==> config.mk <==
export PLATFORM = sky130hd
export DESIGN_NAME = pc_fetch_ctrl
export DESIGN_NICKNAME = d
export VERILOG_FILES = /design/src/rtl/pc_fetch_ctrl_pkg.sv /design/src/rtl/pc_fetch_ctrl_next_mux.sv /design/src/rtl/pc_fetch_ctrl.sv
export SDC_FILE = /design/constraint.sdc
export NUM_CORES = 1
export LEC_CHECK = 0
export ABC_AREA = 1
export CAP_MARGIN = 25
export CORE_AREA = 8 8 148 150
export DETAILED_ROUTE_END_ITERATION = 12
export DIE_AREA = 0 0 156 158
export GPL_ROUTABILITY_DRIVEN = 0
export HOLD_SLACK_MARGIN = 0.1
export PLACE_DENSITY_LB_ADDON = 0.3
export SKIP_CTS_REPAIR_TIMING = 1
export SYNTH_ARGS = -nofsm -noshare
export SYNTH_HDL_FRONTEND = slang
export SYNTH_SLANG_ARGS = --single-unit
==> constraint.sdc <==
create_clock -name i_clk -period 2 [get_ports i_clk]
set_clock_uncertainty 0.1 [all_clocks]
set_input_delay 0.3 -clock i_clk [delete_from_list [all_inputs] [get_ports i_clk]]
set_output_delay 0.3 -clock i_clk [all_outputs]
set_load 0.02 [all_outputs]
==> src/rtl/pc_fetch_ctrl_pkg.sv <==
// Shared encodings and constants for the PC / fetch-control stage.
// Holds the FSM state encoding, the sequential PC step and the default reset PC.
package pc_fetch_ctrl_pkg;

   typedef enum logic [1:0] {
      ST_RUN    = 2'd0,
      ST_DRAIN  = 2'd1,
      ST_HALTED = 2'd2
   } fetch_state_e;

   localparam int unsigned PC_INC       = 4;
   localparam logic [31:0] RESET_PC_DEF = 32'h0000_0000;

endpackage

==> src/rtl/pc_fetch_ctrl_next_mux.sv <==
// Next-PC priority select: branch > jump > hold > sequential.
// Purely combinational; enable/state gating is applied by the PC register in the top.
module pc_next_mux #(
   parameter int unsigned NB_PC = 32
) (
   input  logic [NB_PC-1:0] pc_i,
   input  logic [NB_PC-1:0] pc_plus4_i,
   input  logic             branch_i,
   input  logic [NB_PC-1:0] branch_target_i,
   input  logic             jump_i,
   input  logic [NB_PC-1:0] jump_target_i,
   input  logic             hold_i,
   output logic [NB_PC-1:0] pc_next_o
);

   always_comb begin
      pc_next_o = pc_plus4_i;
      if (branch_i)
         pc_next_o = branch_target_i;
      else if (jump_i)
         pc_next_o = jump_target_i;
      else if (hold_i)
         pc_next_o = pc_i;
   end

endmodule

==> src/rtl/pc_fetch_ctrl.sv <==
// PC register, fetch-control FSM (RUN/DRAIN/HALTED), redirect flush and
// enabled-cycle counter for the instruction-fetch stage.
module pc_fetch_ctrl
   import pc_fetch_ctrl_pkg::*;
#(
   parameter int unsigned      NB_PC        = 32,
   parameter logic [NB_PC-1:0] RESET_PC     = NB_PC'(RESET_PC_DEF),
   parameter int unsigned      DRAIN_CYCLES = 4,
   parameter int unsigned      NB_CNT       = 32
) (
   input  logic              i_clk,
   input  logic              i_reset,
   input  logic              i_enable,
   input  logic              i_pc_source,
   input  logic [NB_PC-1:0]  i_branch_target,
   input  logic              i_jump,
   input  logic [NB_PC-1:0]  i_jump_target,
   input  logic              i_stall,
   input  logic              i_halt_detect,
   output logic [NB_PC-1:0]  o_pc,
   output logic [NB_PC-1:0]  o_pc_plus4,
   output logic              o_flush,
   output logic              o_halted,
   output logic [NB_CNT-1:0] o_cycle_count
);

   localparam int unsigned          NB_DRN     = (DRAIN_CYCLES > 1) ? $clog2(DRAIN_CYCLES) : 1;
   localparam logic [NB_DRN-1:0]    DRAIN_LOAD = NB_DRN'(DRAIN_CYCLES - 1);

   fetch_state_e      state_q;
   logic [NB_PC-1:0]  pc_q, pc_d;
   logic [NB_DRN-1:0] drain_q;
   logic [NB_CNT-1:0] cnt_q;
   logic              halted_q;
   logic              redirect;
   logic              hold;

   assign redirect      = i_enable & (i_pc_source | i_jump);
   assign o_flush       = redirect & (state_q != ST_HALTED);
   assign o_pc          = pc_q;
   assign o_pc_plus4    = pc_q + NB_PC'(PC_INC);
   assign o_halted      = halted_q;
   assign o_cycle_count = cnt_q;

   // Outside RUN the PC only moves on a redirect; a halt in RUN parks fetch on the HALT.
   assign hold = (state_q != ST_RUN) | i_stall | i_halt_detect;

   pc_next_mux #(.NB_PC(NB_PC)) u_next_mux (
      .pc_i            (pc_q),
      .pc_plus4_i      (o_pc_plus4),
      .branch_i        (i_pc_source),
      .branch_target_i (i_branch_target),
      .jump_i          (i_jump),
      .jump_target_i   (i_jump_target),
      .hold_i          (hold),
      .pc_next_o       (pc_d)
   );

   always_ff @(posedge i_clk) begin
      if (i_reset) begin
         state_q  <= ST_RUN;
         pc_q     <= RESET_PC;
         drain_q  <= '0;
         cnt_q    <= '0;
         halted_q <= 1'b0;
      end else if (i_enable && state_q != ST_HALTED) begin
         pc_q <= pc_d;
         if (cnt_q != '1)
            cnt_q <= cnt_q + NB_CNT'(1);
         case (state_q)
            ST_RUN: begin
               if (!redirect && !i_stall && i_halt_detect) begin
                  state_q <= ST_DRAIN;
                  drain_q <= DRAIN_LOAD;
               end
            end
            ST_DRAIN: begin
               // A redirect here means the HALT was fetched down a wrong path.
               if (redirect)
                  state_q <= ST_RUN;
               else if (drain_q == '0) begin
                  state_q  <= ST_HALTED;
                  halted_q <= 1'b1;
               end else
                  drain_q <= drain_q - NB_DRN'(1);
            end
            default: state_q <= ST_RUN;
         endcase
      end
   end

endmodule

# Word level (Yosys, flattened, before mapping)
# Index checks and enable logic that the tools add are counted.
dict set report word_totals {
  regBits 69
  inputBits 71
  out_inout_bits 98
  wordCells 47
}
dict set report op_classes {
  add_sub_neg 3
  n_eq_ne 8
  mux 11
  bitwise 6
  reduce_logical 14
}
# cell count
set ops {}
lappend ops {{32-bit 2-to-1 mux} 3}
lappend ops {{32-bit by 1-bit adder with 32-bit output, second input constant} 1}
lappend ops {{32-bit by 3-bit adder with 32-bit output, second input constant} 1}
lappend ops {{32-bit != test, second input constant} 1}
lappend ops {{2-bit 2-to-1 mux} 6}
lappend ops {{2-bit != test, second input constant} 4}
lappend ops {{2-bit one-hot mux with 2 select lines} 2}
lappend ops {{3-bit != test, second input constant} 2}
lappend ops {{5-bit AND reduction} 1}
lappend ops {{2-bit logical NOT} 2}
lappend ops {{2-bit AND reduction} 2}
lappend ops {{4-bit AND reduction} 1}
lappend ops {{2-bit nonzero test} 2}
lappend ops {{1-bit logical AND} 3}
lappend ops {{1-bit bitwise OR} 3}
lappend ops {{3-bit AND reduction} 1}
lappend ops {{1-bit AND} 2}
lappend ops {{2-bit by 1-bit equality test with 1-bit output, second input constant} 1}
lappend ops {{1-bit logical NOT} 2}
lappend ops {{2-bit by 1-bit subtractor with 2-bit output, second input constant} 1}
lappend ops {{1-bit inverter} 1}

# Longest topological paths before layout
# Gate-level depths: netlist (run 1).
dict set report depth {
  ltp_word 7
  mapped_depth 11
}

# Modules after synthesis
# A second synthesis (run 1) with hierarchy kept.
dict set report hier_totals {
  hier_cells 940
  hier_area_um2 5514.0
}
# module instances cells_each area_each_um2 seq_area_each_um2
set by_module_without_submodules {}
lappend by_module_without_submodules {pc_fetch_ctrl 1 661 4245.3 1381.3}
lappend by_module_without_submodules {pc_next_mux 1 279 1268.7 0.0}

# Worst setup path before layout (run 1)
# No wires, ideal clock.
dict set report synth_timing {
  path_kind {register to output}
  startpoint {register pc_q[3], in the netlist o_pc[3]}
  endpoint {output port o_pc_plus4[14]}
  arrival_ns 1.617
  t_required_ns 1.600
  setup_slack_ns -0.017
  path_stages_with_launch 7
  path_cell_list {dfxtp_1 -> ha_1 -> nand2_1 -> nor2_2 -> nand2_2 -> nor2_1 -> xor2_1}
}
dict set report synth_via {
  elab_chain_cells 1
}
# element line
set synth_lines {}
lappend synth_lines {{start, declared} pc_fetch_ctrl.sv:31} ;# logic [NB_PC-1:0] pc_q, pc_d;
lappend synth_lines {{start signal, assigned} pc_fetch_ctrl.sv:67} ;# pc_q <= pc_d;
lappend synth_lines {{32-bit by 3-bit adder with 32-bit output} pc_fetch_ctrl.sv:41} ;# assign o_pc_plus4 = pc_q + NB_PC'(PC_INC);
lappend synth_lines {{end, declared} pc_fetch_ctrl.sv:21} ;# output logic [NB_PC-1:0] o_pc_plus4,
# Every way passes these cells.

# Final worst setup path (run 1)
dict set report layout_timing {
  startpoint {register pc_q[2], in the netlist o_pc[2]}
  endpoint {output port o_pc_plus4[26]}
}
# The elaborated chain is that of the path after synthesis.

==> impl_metrics.csv, run 1 <==
group,metric,value,unit
outcome,status,"finished with violations",
outcome,failed_checks,"setup timing",
clock_tree,htree_num_levels,3,
timing,rsz0062_at_grt,"true",
placed_design,placed_area,7387,sq um
synth,synth.net_count,851,
timing,final.min_clock_period,2.252,ns
timing,max_clock_freq,0.4440,GHz
drt,drt_pass1_iterations,5,
power,vdd_ir_drop_max,0.0003446,V
drt,route.detailed.vias_per_inst,4.442,
setup_path,timing.setup.critical_path_class,"flip-flop to output pin",
drt,antenna_violating_nets_post_route,0,
clock_tree,numCtsBuffers,9,
grt,largest_net_degree_at_the_start_of_global_routing,30,
die,top_level_ports,169,
synth,fraction_of_the_yosys_area_taken_by_sequential_cells,28.86,%
clock_tree,worst_skew_pair.late_latency,0.34,ns
min_path,min-delay-path-class,"flip-flop to flip-flop",
drt,wl_per_cell,14.60,microns
power,powerDensity,536.5,nW/um^2
layout,postLayoutCellArea,8045,sq um
timing,hold_ws,0.3537,ns
grt,grt_antenna_before_repair,1,
grt,globalRouteOverflowTotal,0,
setup_path,crit_path_max_fanout,5,
synth,synth.area.mux_share,0,%
die,fp-row-count,52,
layout,antenna_cells_inserted,0,
timing,final-setup-viol-count,24,
placed_design,place_worst_setup_slack,-0.3469,ns
drt,drt_iter0_drc,247,
layout,layout.cells.most_common,"sky130_fd_sc_hd__nand2_1",
timing,tns,-2.909,ns
synth,postSynthCellCount,777,
die,coreArea,19710,sq um
synth,syn-mean-instance-area,6.159,sq um
die,die-area,24650,sq um
synth,ys_seq_elements,69,
placed_design,post-place-cells,1281,
layout,nNetsFinal,1102,
synth,synth_compound_area_share,16.94,%
clock_tree,root_buffer,"sky130_fd_sc_hd__clkbuf_16",
layout,final_layout_size_suffix_gt1_share,21.90,%
synth,syn_area,4786,sq um
synth,yosysWarnings,0,
setup_path,endpoint_kind,"output pin",
grt,gr-usage-all-layers,15.32,%
die,initial_utilization,24.28,%
synth,synth_cell_types,34,
clock_tree,cts-root-to-sink-buffers,2,
power,cellLeakagePower,3.216,nW
synth,yosys.area_share.simple,40.29,%
layout,flow.area_growth_from_synthesis,68.10,%
synth,synth-xor-area-share,4.941,%
timing,finalCritPeriodShare,112.6,%
timing,worst_slew_pin_slew,0.3592,ns
die,die_height,158,microns
timing,post-route-worst-setup-slack,-0.2520,ns
synth,yosys.area_share.adder,0.7843,%
layout,fillCellCount,2054,
run,max_cap_violations,0,
clock_tree,tritoncts,"yes",
setup_path,timing.critical_path.from_type,"flip-flop",
power,power.share.sequential,34.7,%
power,power.share.switching,29.49,%
setup_path,cp_data_required_time,1.60,ns
placed_design,buffer_ports.inserted,168,
drt,vias_post_dr,5784,
grt,number_of_global_route_vias_before_repair,5820,
power,p_switching,1.273,mW
drt,drc,0,
timing,timing.slew.headroom,75.96,%
setup_path,arr_time_crit_path,1.85,ns
grt,grt_pass1_wl,29770,microns
timing,timing.final.hold_violations,0,
clock_tree,worst_setup_hold_path_clk_slew,0.06,ns
clock_tree,clock_sink_count,69,
placed_design,place.detailed.hpwl,14810,microns
power,internal_power,3.043,mW
timing,slew_limit_fails,0,
synth,dominant_combinational_cell_family_by_area_after_synthesis,"simple AND/OR/NAND/NOR gates",
layout,final_cell_mix,"sky130_fd_sc_hd__nand2_1 (252), sky130_fd_sc_hd__clkdlybuf4s50_1 (138), sky130_fd_sc_hd__nor2_1 (105), sky130_fd_sc_hd__buf_4 (97), sky130_fd_sc_hd__a21oi_1 (62)",
layout,finished_layout_cells,1302,
power,clock_power_share,38.7,%
drt,drt-total-wl,19000,microns
power,comb_power_share,26.6,%
die,floorplan.die.width,156,microns
state kept, by name, summed over array words and instances (netlist names):
name           cells
o_halted           1
drain_q            2
o_pc              32
state_q            2
o_cycle_count     32
worst max-delay path, cell delays in order, from the launching register on:
cell and delay, ns:
sky130_fd_sc_hd__dfxtp_2 0.35, sky130_fd_sc_hd__ha_4 0.15, sky130_fd_sc_hd__nand2_4 0.05, sky130_fd_sc_hd__nor2_4 0.21, sky130_fd_sc_hd__nand2_4 0.11, sky130_fd_sc_hd__nor2_4 0.22
sky130_fd_sc_hd__nand2_1 0.09, sky130_fd_sc_hd__nand2_1 0.08, sky130_fd_sc_hd__and2_4 0.14, sky130_fd_sc_hd__buf_6 0.11
logic make-up after synthesis:
kind of cell / Yosys count
AND/OR/NAND/NOR: 456
XOR/XNOR: 27
AO/OA/AOI/OAI: 136
adder cells (fa/ha/maj): 3
buffers and inverters: 86
flip-flops: 69
final timing paths:
check	startpoint	to	slack (ns)	cells past startpoint
worst min register to register	o_halted	o_halted	0.35	2
worst max register to register	o_cycle_count[1]	o_cycle_count[6]	0.19	10
worst max-delay path	o_pc[2]	o_pc_plus4[26]	-0.25	9
worst min-delay path	o_halted	o_halted	0.35	2
Yosys cell counts:
library cell	n	area share, %
sky130_fd_sc_hd__a21oi_4	1	0.34
sky130_fd_sc_hd__buf_6	7	1.6
sky130_fd_sc_hd__nand2_4	3	0.71
sky130_fd_sc_hd__nand2_2	3	0.39
sky130_fd_sc_hd__xnor2_1	12	2.2
sky130_fd_sc_hd__dfxtp_1	69	29
sky130_fd_sc_hd__nand3b_1	8	1.3
sky130_fd_sc_hd__clkbuf_1	14	1.1
sky130_fd_sc_hd__a22o_1	27	4.9
sky130_fd_sc_hd__a31oi_1	1	0.13
sky130_fd_sc_hd__xor2_1	15	2.7
sky130_fd_sc_hd__buf_2	5	0.52
sky130_fd_sc_hd__a21oi_1	62	6.5
sky130_fd_sc_hd__nor2_8	1	0.42
sky130_fd_sc_hd__buf_4	2	0.31
sky130_fd_sc_hd__nand2_1	268	21
sky130_fd_sc_hd__nor2_2	7	0.91
sky130_fd_sc_hd__nand4_1	4	0.52
sky130_fd_sc_hd__o21ai_0	38	4.0
sky130_fd_sc_hd__a22oi_1	3	0.47
sky130_fd_sc_hd__a21oi_2	1	0.18
sky130_fd_sc_hd__inv_2	4	0.31
sky130_fd_sc_hd__a211oi_1	2	0.31
sky130_fd_sc_hd__and2_1	4	0.52
sky130_fd_sc_hd__or2_2	1	0.13
sky130_fd_sc_hd__o21ai_1	1	0.10
sky130_fd_sc_hd__inv_1	53	4.2
sky130_fd_sc_hd__nor2_4	6	1.4
sky130_fd_sc_hd__nor2_1	119	9.3
sky130_fd_sc_hd__nand3_1	29	3.0
sky130_fd_sc_hd__nand2_8	1	0.42
sky130_fd_sc_hd__inv_4	1	0.13
sky130_fd_sc_hd__ha_1	3	0.78
sky130_fd_sc_hd__nor3_1	2	0.21
per-layer routing:
layer | wire length, microns | GRT usage (%) | vias to the layer above | part of all wire [%]
met3 | 1829 | 6.470 | 23 | 9.6
met1 | 7688 | 16.69 | 2607 | 40
met2 | 9131 | 26.46 | 166 | 48
met4 | 339 | 4.898 | 2 | 1.8
met5 | 13 | 0 | - | 0.068
li1 | - | - | 2986 | -
final cells by class:
cell class	instances	area, sq um	area share [%]
Multi-Input combinational cell	622	3292	40.92
Timing Repair Buffer	268	2499	31.06
Sequential cell	69	1394	17.33
Tap cell	270	337.8	4.199
Clock buffer	11	252.7	3.142
Inverter	58	222.7	2.768
Clock inverter	4	47.55	0.5910
power groups by stage:
stage | Combinational, mW | Sequential [mW] | Clock (mW)
global route | 1.24 | 1.51 | 1.77
detailed placement | 1.10 | 1.52 | 0
floorplan | 0.403 | 1.60 | 0
finish | 1.15 | 1.50 | 1.67
global placement | 1.10 | 1.52 | 0
CTS | 1.11 | 1.49 | 1.71
metrics by stage:
stage          utilization [%]  power [mW]
6_report                 40.81       4.316
5_1_grt                  40.81       4.513
4_1_cts                  38.99       4.304
3_5_place_dp             37.47       2.618
3_3_place_gp             37.47       2.619
2_1_floorplan                -       2.005
(Power assumes the default switching activity.)
==> inputs of run 2 (changes only) <==
REMOVE_ABC_BUFFERS = 1   (was unset)
==> run 2 against run 1 <==
  * The flow still finishes with violations (setup timing)
  * Clock power is 6% lower
  * Global-route usage is 0.10 points higher
  * Register-to-register slack worse by 0.04 ns
  * Largest power group unchanged
  * Sequential cell count stayed put
  * Maximum frequency is 3.0% higher
  * Via count is 1.1% higher
  * Sequential power hardly changed
  * Critical endpoint unchanged
  * Sequential share of layout area is 0.11 points lower
  * Clock-buffer cell count is 3 higher
==> impl_metrics.csv, run 2 (same netlist as run 1, synthesis figures left out) <==
group,metric,value,unit
layout,postLayoutCellArea,8118,sq um
grt,grt_pass1_wl,29900,microns
power,vdd_ir_drop_max,0.0003340,V
timing,finalCritPeriodShare,109.3,%
layout,final_cell_mix,"sky130_fd_sc_hd__nand2_1 (244), sky130_fd_sc_hd__clkdlybuf4s50_1 (138), sky130_fd_sc_hd__buf_4 (102), sky130_fd_sc_hd__nor2_1 (101), sky130_fd_sc_hd__a21oi_1 (62)",
die,coreArea,19710,sq um
setup_path,crit_path_max_fanout,5,
drt,vias_post_dr,5846,
clock_tree,clock_sink_count,69,
layout,layout.cells.most_common,"sky130_fd_sc_hd__nand2_1",
placed_design,placed_area,7425,sq um
setup_path,critPathMaxStageDelay,0.35,ns
drt,drt_iter0_drc,258,
timing,hold_ws,0.3583,ns
setup_path,timing.reg2reg.setup_slack,0.15,ns
setup_path,timing.critical_path.from_type,"flip-flop",
min_path,hold_path_startpoint,"drain_q[1]",
drt,drt-total-wl,19120,microns
clock_tree,worst_skew_pair.late_latency,0.34,ns
die,die_height,158,microns
layout,final_layout_size_suffix_gt1_share,23.60,%
min_path,min-delay-path-class,"flip-flop to flip-flop",
placed_design,place.detailed.hpwl,14470,microns
timing,final-setup-viol-count,24,
run,max_cap_violations,0,
clock_tree,htree_num_levels,3,
timing,post-route-worst-setup-slack,-0.1855,ns
timing,timing.final.hold_violations,0,
setup_path,worst_r2r_endpoint,"o_pc[3]",
die,initial_utilization,24.28,%
setup_path,critical_path.cell_chain,"ha_4, nand2_4, nor2_4, nand2_4, nor2_4, nand2_1, nand2_1, and2_4, buf_6",
power,finalPower,4.235,mW
drt,route.detailed.vias_per_inst,4.466,
timing,slew_limit_fails,0,
grt,grt_antenna_before_repair,0,
clock_tree,numCtsBuffers,9,
drt,drc,0,
die,fp-row-count,52,
drt,wl_per_cell,14.60,microns
timing,max_clock_freq,0.4576,GHz
grt,number_of_global_route_vias_before_repair,5711,
clock_tree,cts-root-to-sink-buffers,2,
setup_path,arr_time_crit_path,1.79,ns
outcome,status,"finished with violations",
setup_path,timing.setup.critical_path_class,"flip-flop to output pin",
setup_path,slowest_cp_cell,"sky130_fd_sc_hd__dfxtp_2",
drt,antenna_violating_nets_post_route,0,
setup_path,crit-reg2reg-launch,"state_q[0]",
layout,flow.area_growth_from_synthesis,69.62,%
placed_design,place_worst_setup_slack,-0.4035,ns
timing,timing.slew.headroom,60.82,%
clock_tree,worst_setup_hold_path_clk_slew,0.06,ns
outcome,failed_checks,"setup timing",
setup_path,reg2reg_depth,7,
timing,worst_slew_pin_slew,0.5869,ns
power,powerDensity,521.7,nW/um^2
placed_design,buffer_ports.inserted,168,
power,cellLeakagePower,3.267,nW
clock_tree,root_buffer,"sky130_fd_sc_hd__clkbuf_16",
die,die-area,24650,sq um
grt,gr-usage-all-layers,15.42,%
grt,globalRouteOverflowTotal,0,
die,top_level_ports,169,
timing,final.min_clock_period,2.185,ns
setup_path,cp_data_required_time,1.60,ns
clock_tree,tritoncts,"yes",
layout,nNetsFinal,1108,
die,floorplan.die.width,156,microns
grt,largest_net_degree_at_the_start_of_global_routing,34,
min_path,min_to,"drain_q[1]",
drt,drt_pass1_iterations,4,
setup_path,endpoint_kind,"output pin",
timing,rsz0062_at_grt,"true",
min_path,holdPathStages,2,
==> run 2: changes by cell type in the layout (fill, tap and decap cells not counted), moves of 2 or more <==
cell                       delta
sky130_fd_sc_hd__nand2_2      +6
sky130_fd_sc_hd__dfxtp_2      +3
sky130_fd_sc_hd__dfxtp_1      -3
sky130_fd_sc_hd__nand2_4      +2
sky130_fd_sc_hd__clkbuf_1     +2
sky130_fd_sc_hd__xor2_2       +2
sky130_fd_sc_hd__nor2_4       +5
sky130_fd_sc_hd__nand2_1      -8
sky130_fd_sc_hd__xnor2_4      -2
sky130_fd_sc_hd__inv_2        +2
sky130_fd_sc_hd__buf_4        +5
sky130_fd_sc_hd__buf_12       +2
sky130_fd_sc_hd__nor2_1       -4
==> run 2: cell type report <==
cell class	count	area [sq um]
flip-flops and latches	69	1398
repair buffers	274	2567
fillers	2051	11600
inverters	58	220.2
clock buffers	14	274.0
multi-input cells	622	3313
clock inverters	1	5.005
well taps	270	337.8
diodes	1	2.502
==> run 2: critical path: cells and delay by family, from the launching register on <==
| family | cells | cell delay (ns) |
|---|---|---|
| and+or+nand+nor | 7 | 0.84 |
| DFF | 1 | 0.35 |
| adders and majority gates | 1 | 0.15 |
| buffers and inverters | 1 | 0.11 |
==> run 2: how the worst max path moves through the flow <==
stage	from	to	slack (ns)	cells after the start
after floorplan	i_jump	o_pc[3]	-0.05	6
after global placement	o_pc[2]	o_pc_plus4[16]	-0.35	8
after detailed placement	o_pc[2]	o_pc_plus4[16]	-0.40	8
after CTS	o_pc[2]	o_pc_plus4[16]	-0.79	8
after global routing	o_pc[10]	o_pc_plus4[26]	-0.26	8
final	o_pc[3]	o_pc_plus4[26]	-0.19	9
==> run 2: per-stage QoR <==
stage	utilization [%]	TNS [ns]	instances
after floorplan	-	-0.9787	749
after global placement	37.66	-7.491	1284
after detailed placement	37.66	-8.458	1284
after CTS	39.08	-17.52	1299
after global routing	41.17	-4.218	1308
final	41.18	-1.911	1309
==> run 2: layer usage <==
metal  routed length [microns]  share of wire (%)  global-route usage, %
met2                      9033                 47                  25.55
met4                       297                1.6                  5.314
met1                      8036                 42                  17.85
met5                         0                  0                      0
met3                      1750                9.2                  5.951
==> run 2: power breakdown <==
part	internal (mW)	total [mW]	leakage [nW]	switching, mW
registers	1.44	1.51	0.568	0.0688
clock network	0.935	1.57	0.139	0.630
logic	0.592	1.16	2.56	0.568
==> inputs of run 3 (changes only) <==
ABC_CLOCK_PERIOD_IN_PS = 2000   (was unset)
GPL_ROUTABILITY_DRIVEN = unset   (was 0)
==> run 3 against run 2 <==
  * The flow still finishes with violations (setup timing)
  * Register-to-register slack better by 0.04 ns
  * Largest cell class unchanged
  * Total power up 2.5%
  * Routed wire length down 0.45%
  * Critical path type unchanged
==> impl_metrics.csv, run 3 (same netlist as run 1, synthesis figures left out) <==
group,metric,value,unit
setup_path,arr_time_crit_path,1.81,ns
timing,worst_slew_pin_slew,0.5894,ns
setup_path,timing.critical_path.from_type,"flip-flop",
grt,gr-usage-all-layers,15.22,%
layout,utilization,41.46,%
outcome,failed_checks,"setup timing",
placed_design,place_worst_setup_slack,-0.3779,ns
timing,post-route-worst-setup-slack,-0.2058,ns
setup_path,cp_data_required_time,1.60,ns
die,coreArea,19710,sq um
layout,layout.cells.most_common,"sky130_fd_sc_hd__nand2_1",
power,cellLeakagePower,3.277,nW
die,top_level_ports,169,
layout,finished_layout_cells,1306,
clock_tree,worst_skew_pair.late_latency,0.34,ns
drt,drt-total-wl,19030,microns
placed_design,place_congestion,0.8578,
clock_tree,worst_setup_hold_path_clk_slew,0.06,ns
timing,finalCritPeriodShare,110.3,%
layout,nNetsFinal,1107,
clock_tree,htree_num_levels,3,
drt,drt_pass1_iterations,5,
timing,max_clock_freq,0.4534,GHz
placed_design,post-place-cells,1285,
timing,timing.slew.headroom,60.65,%
layout,register_area,1411,sq um
clock_tree,tritoncts,"yes",
die,die-area,24650,sq um
clock_tree,numCtsBuffers,9,
drt,route.detailed.vias_per_inst,4.458,
timing,final.min_clock_period,2.206,ns
layout,multi_input_comb_area,3339,sq um
die,floorplan.die.width,156,microns
min_path,min-delay-path-class,"flip-flop to flip-flop",
grt,largest_net_degree_at_the_start_of_global_routing,40,
drt,vias_post_dr,5822,
clock_tree,root_buffer,"sky130_fd_sc_hd__clkbuf_16",
outcome,status,"finished with violations",
placed_design,place.detailed.hpwl,14350,microns
grt,grt_antenna_before_repair,2,
drt,drt_iter0_drc,273,
layout,final_cell_mix,"sky130_fd_sc_hd__nand2_1 (245), sky130_fd_sc_hd__clkdlybuf4s50_1 (138), sky130_fd_sc_hd__buf_4 (99), sky130_fd_sc_hd__nor2_1 (98), sky130_fd_sc_hd__a21oi_1 (62)",
timing,tns,-1.964,ns
timing,slew_limit_fails,0,
layout,fillCellCount,2047,
drt,drc,0,
power,powerDensity,530.9,nW/um^2
drt,wl_per_cell,14.57,microns
layout,final_layout_size_suffix_gt1_share,24.23,%
die,initial_utilization,24.28,%
setup_path,timing.setup.critical_path_class,"flip-flop to output pin",
drt,antenna_violating_nets_post_route,0,
timing,rsz0062_at_grt,"true",
timing,timing.final.hold_violations,0,
run,max_cap_violations,0,
die,fp-row-count,52,
setup_path,crit_path_max_fanout,5,
placed_design,buffer_ports.inserted,168,
clock_tree,clock_sink_count,69,
setup_path,endpoint_kind,"output pin",
layout,antenna_cells_inserted,0,
grt,number_of_global_route_vias_before_repair,5780,
timing,final-setup-viol-count,21,
grt,grt_pass1_wl,29610,microns
grt,globalRouteOverflowTotal,0,
clock_tree,cts-root-to-sink-buffers,2,
power,vdd_ir_drop_max,0.0003668,V
layout,flow.area_growth_from_synthesis,70.80,%
die,die_height,158,microns
run 3: final timing paths:
| path | start | end | slack (ns) | cells after the start |
|---|---|---|---|---|
| hold reg to reg | o_halted | o_halted | 0.36 | 2 |
| setup / recovery | o_pc[3] | o_pc_plus4[26] | -0.21 | 9 |
| setup reg to reg | o_cycle_count[0] | o_cycle_count[28] | 0.19 | 8 |
| hold / removal | o_halted | o_halted | 0.36 | 2 |
run 3: cell type report:
cell class	count	share of cell area, %
Inverter	58	2.694
Clock buffer	13	3.306
Timing Repair Buffer	273	31.38
Multi-Input combinational cell	622	40.85
Sequential cell	69	17.27
Clock inverter	1	0.3674
Tap cell	270	4.133
run 3: per-layer routing:
| metal | vias up | GRT usage (%) | part of all wire, % |
|---|---|---|---|
| li1 | 3007 | - | - |
| met1 | 2634 | 17.52 | 42 |
| met2 | 159 | 25.67 | 46 |
| met3 | 18 | 5.979 | 9.7 |
| met4 | 4 | 4.390 | 1.3 |
| met5 | - | 0 | 0.14 |
run 3: report_power, final:
group          internal (mW)  switching [mW]
clock                   1.06           0.621
sequential              1.44          0.0667
combinational          0.587           0.567
run 3: stage by stage:
stage | power [mW] | hold WS, ns | cell area (sq um)
detailed placement | 2.630 | 0.3604 | 7432
floorplan | 1.956 | 0.2691 | 4614
global route | 4.529 | 0.3942 | 8174
global placement | 2.630 | 0.3440 | 7432
CTS | 4.320 | 0.3692 | 7732
finish | 4.340 | 0.3572 | 8174
run 3: critical path: stages (launching register included):
cell and delay, ns:
sky130_fd_sc_hd__dfxtp_4 0.36, sky130_fd_sc_hd__ha_4 0.15, sky130_fd_sc_hd__nand2_4 0.05, sky130_fd_sc_hd__nor2_4 0.19
sky130_fd_sc_hd__nand2_4 0.10, sky130_fd_sc_hd__nor2_4 0.19, sky130_fd_sc_hd__nand2_1 0.08, sky130_fd_sc_hd__nand2_1 0.09
sky130_fd_sc_hd__and2_4 0.14, sky130_fd_sc_hd__buf_6 0.11
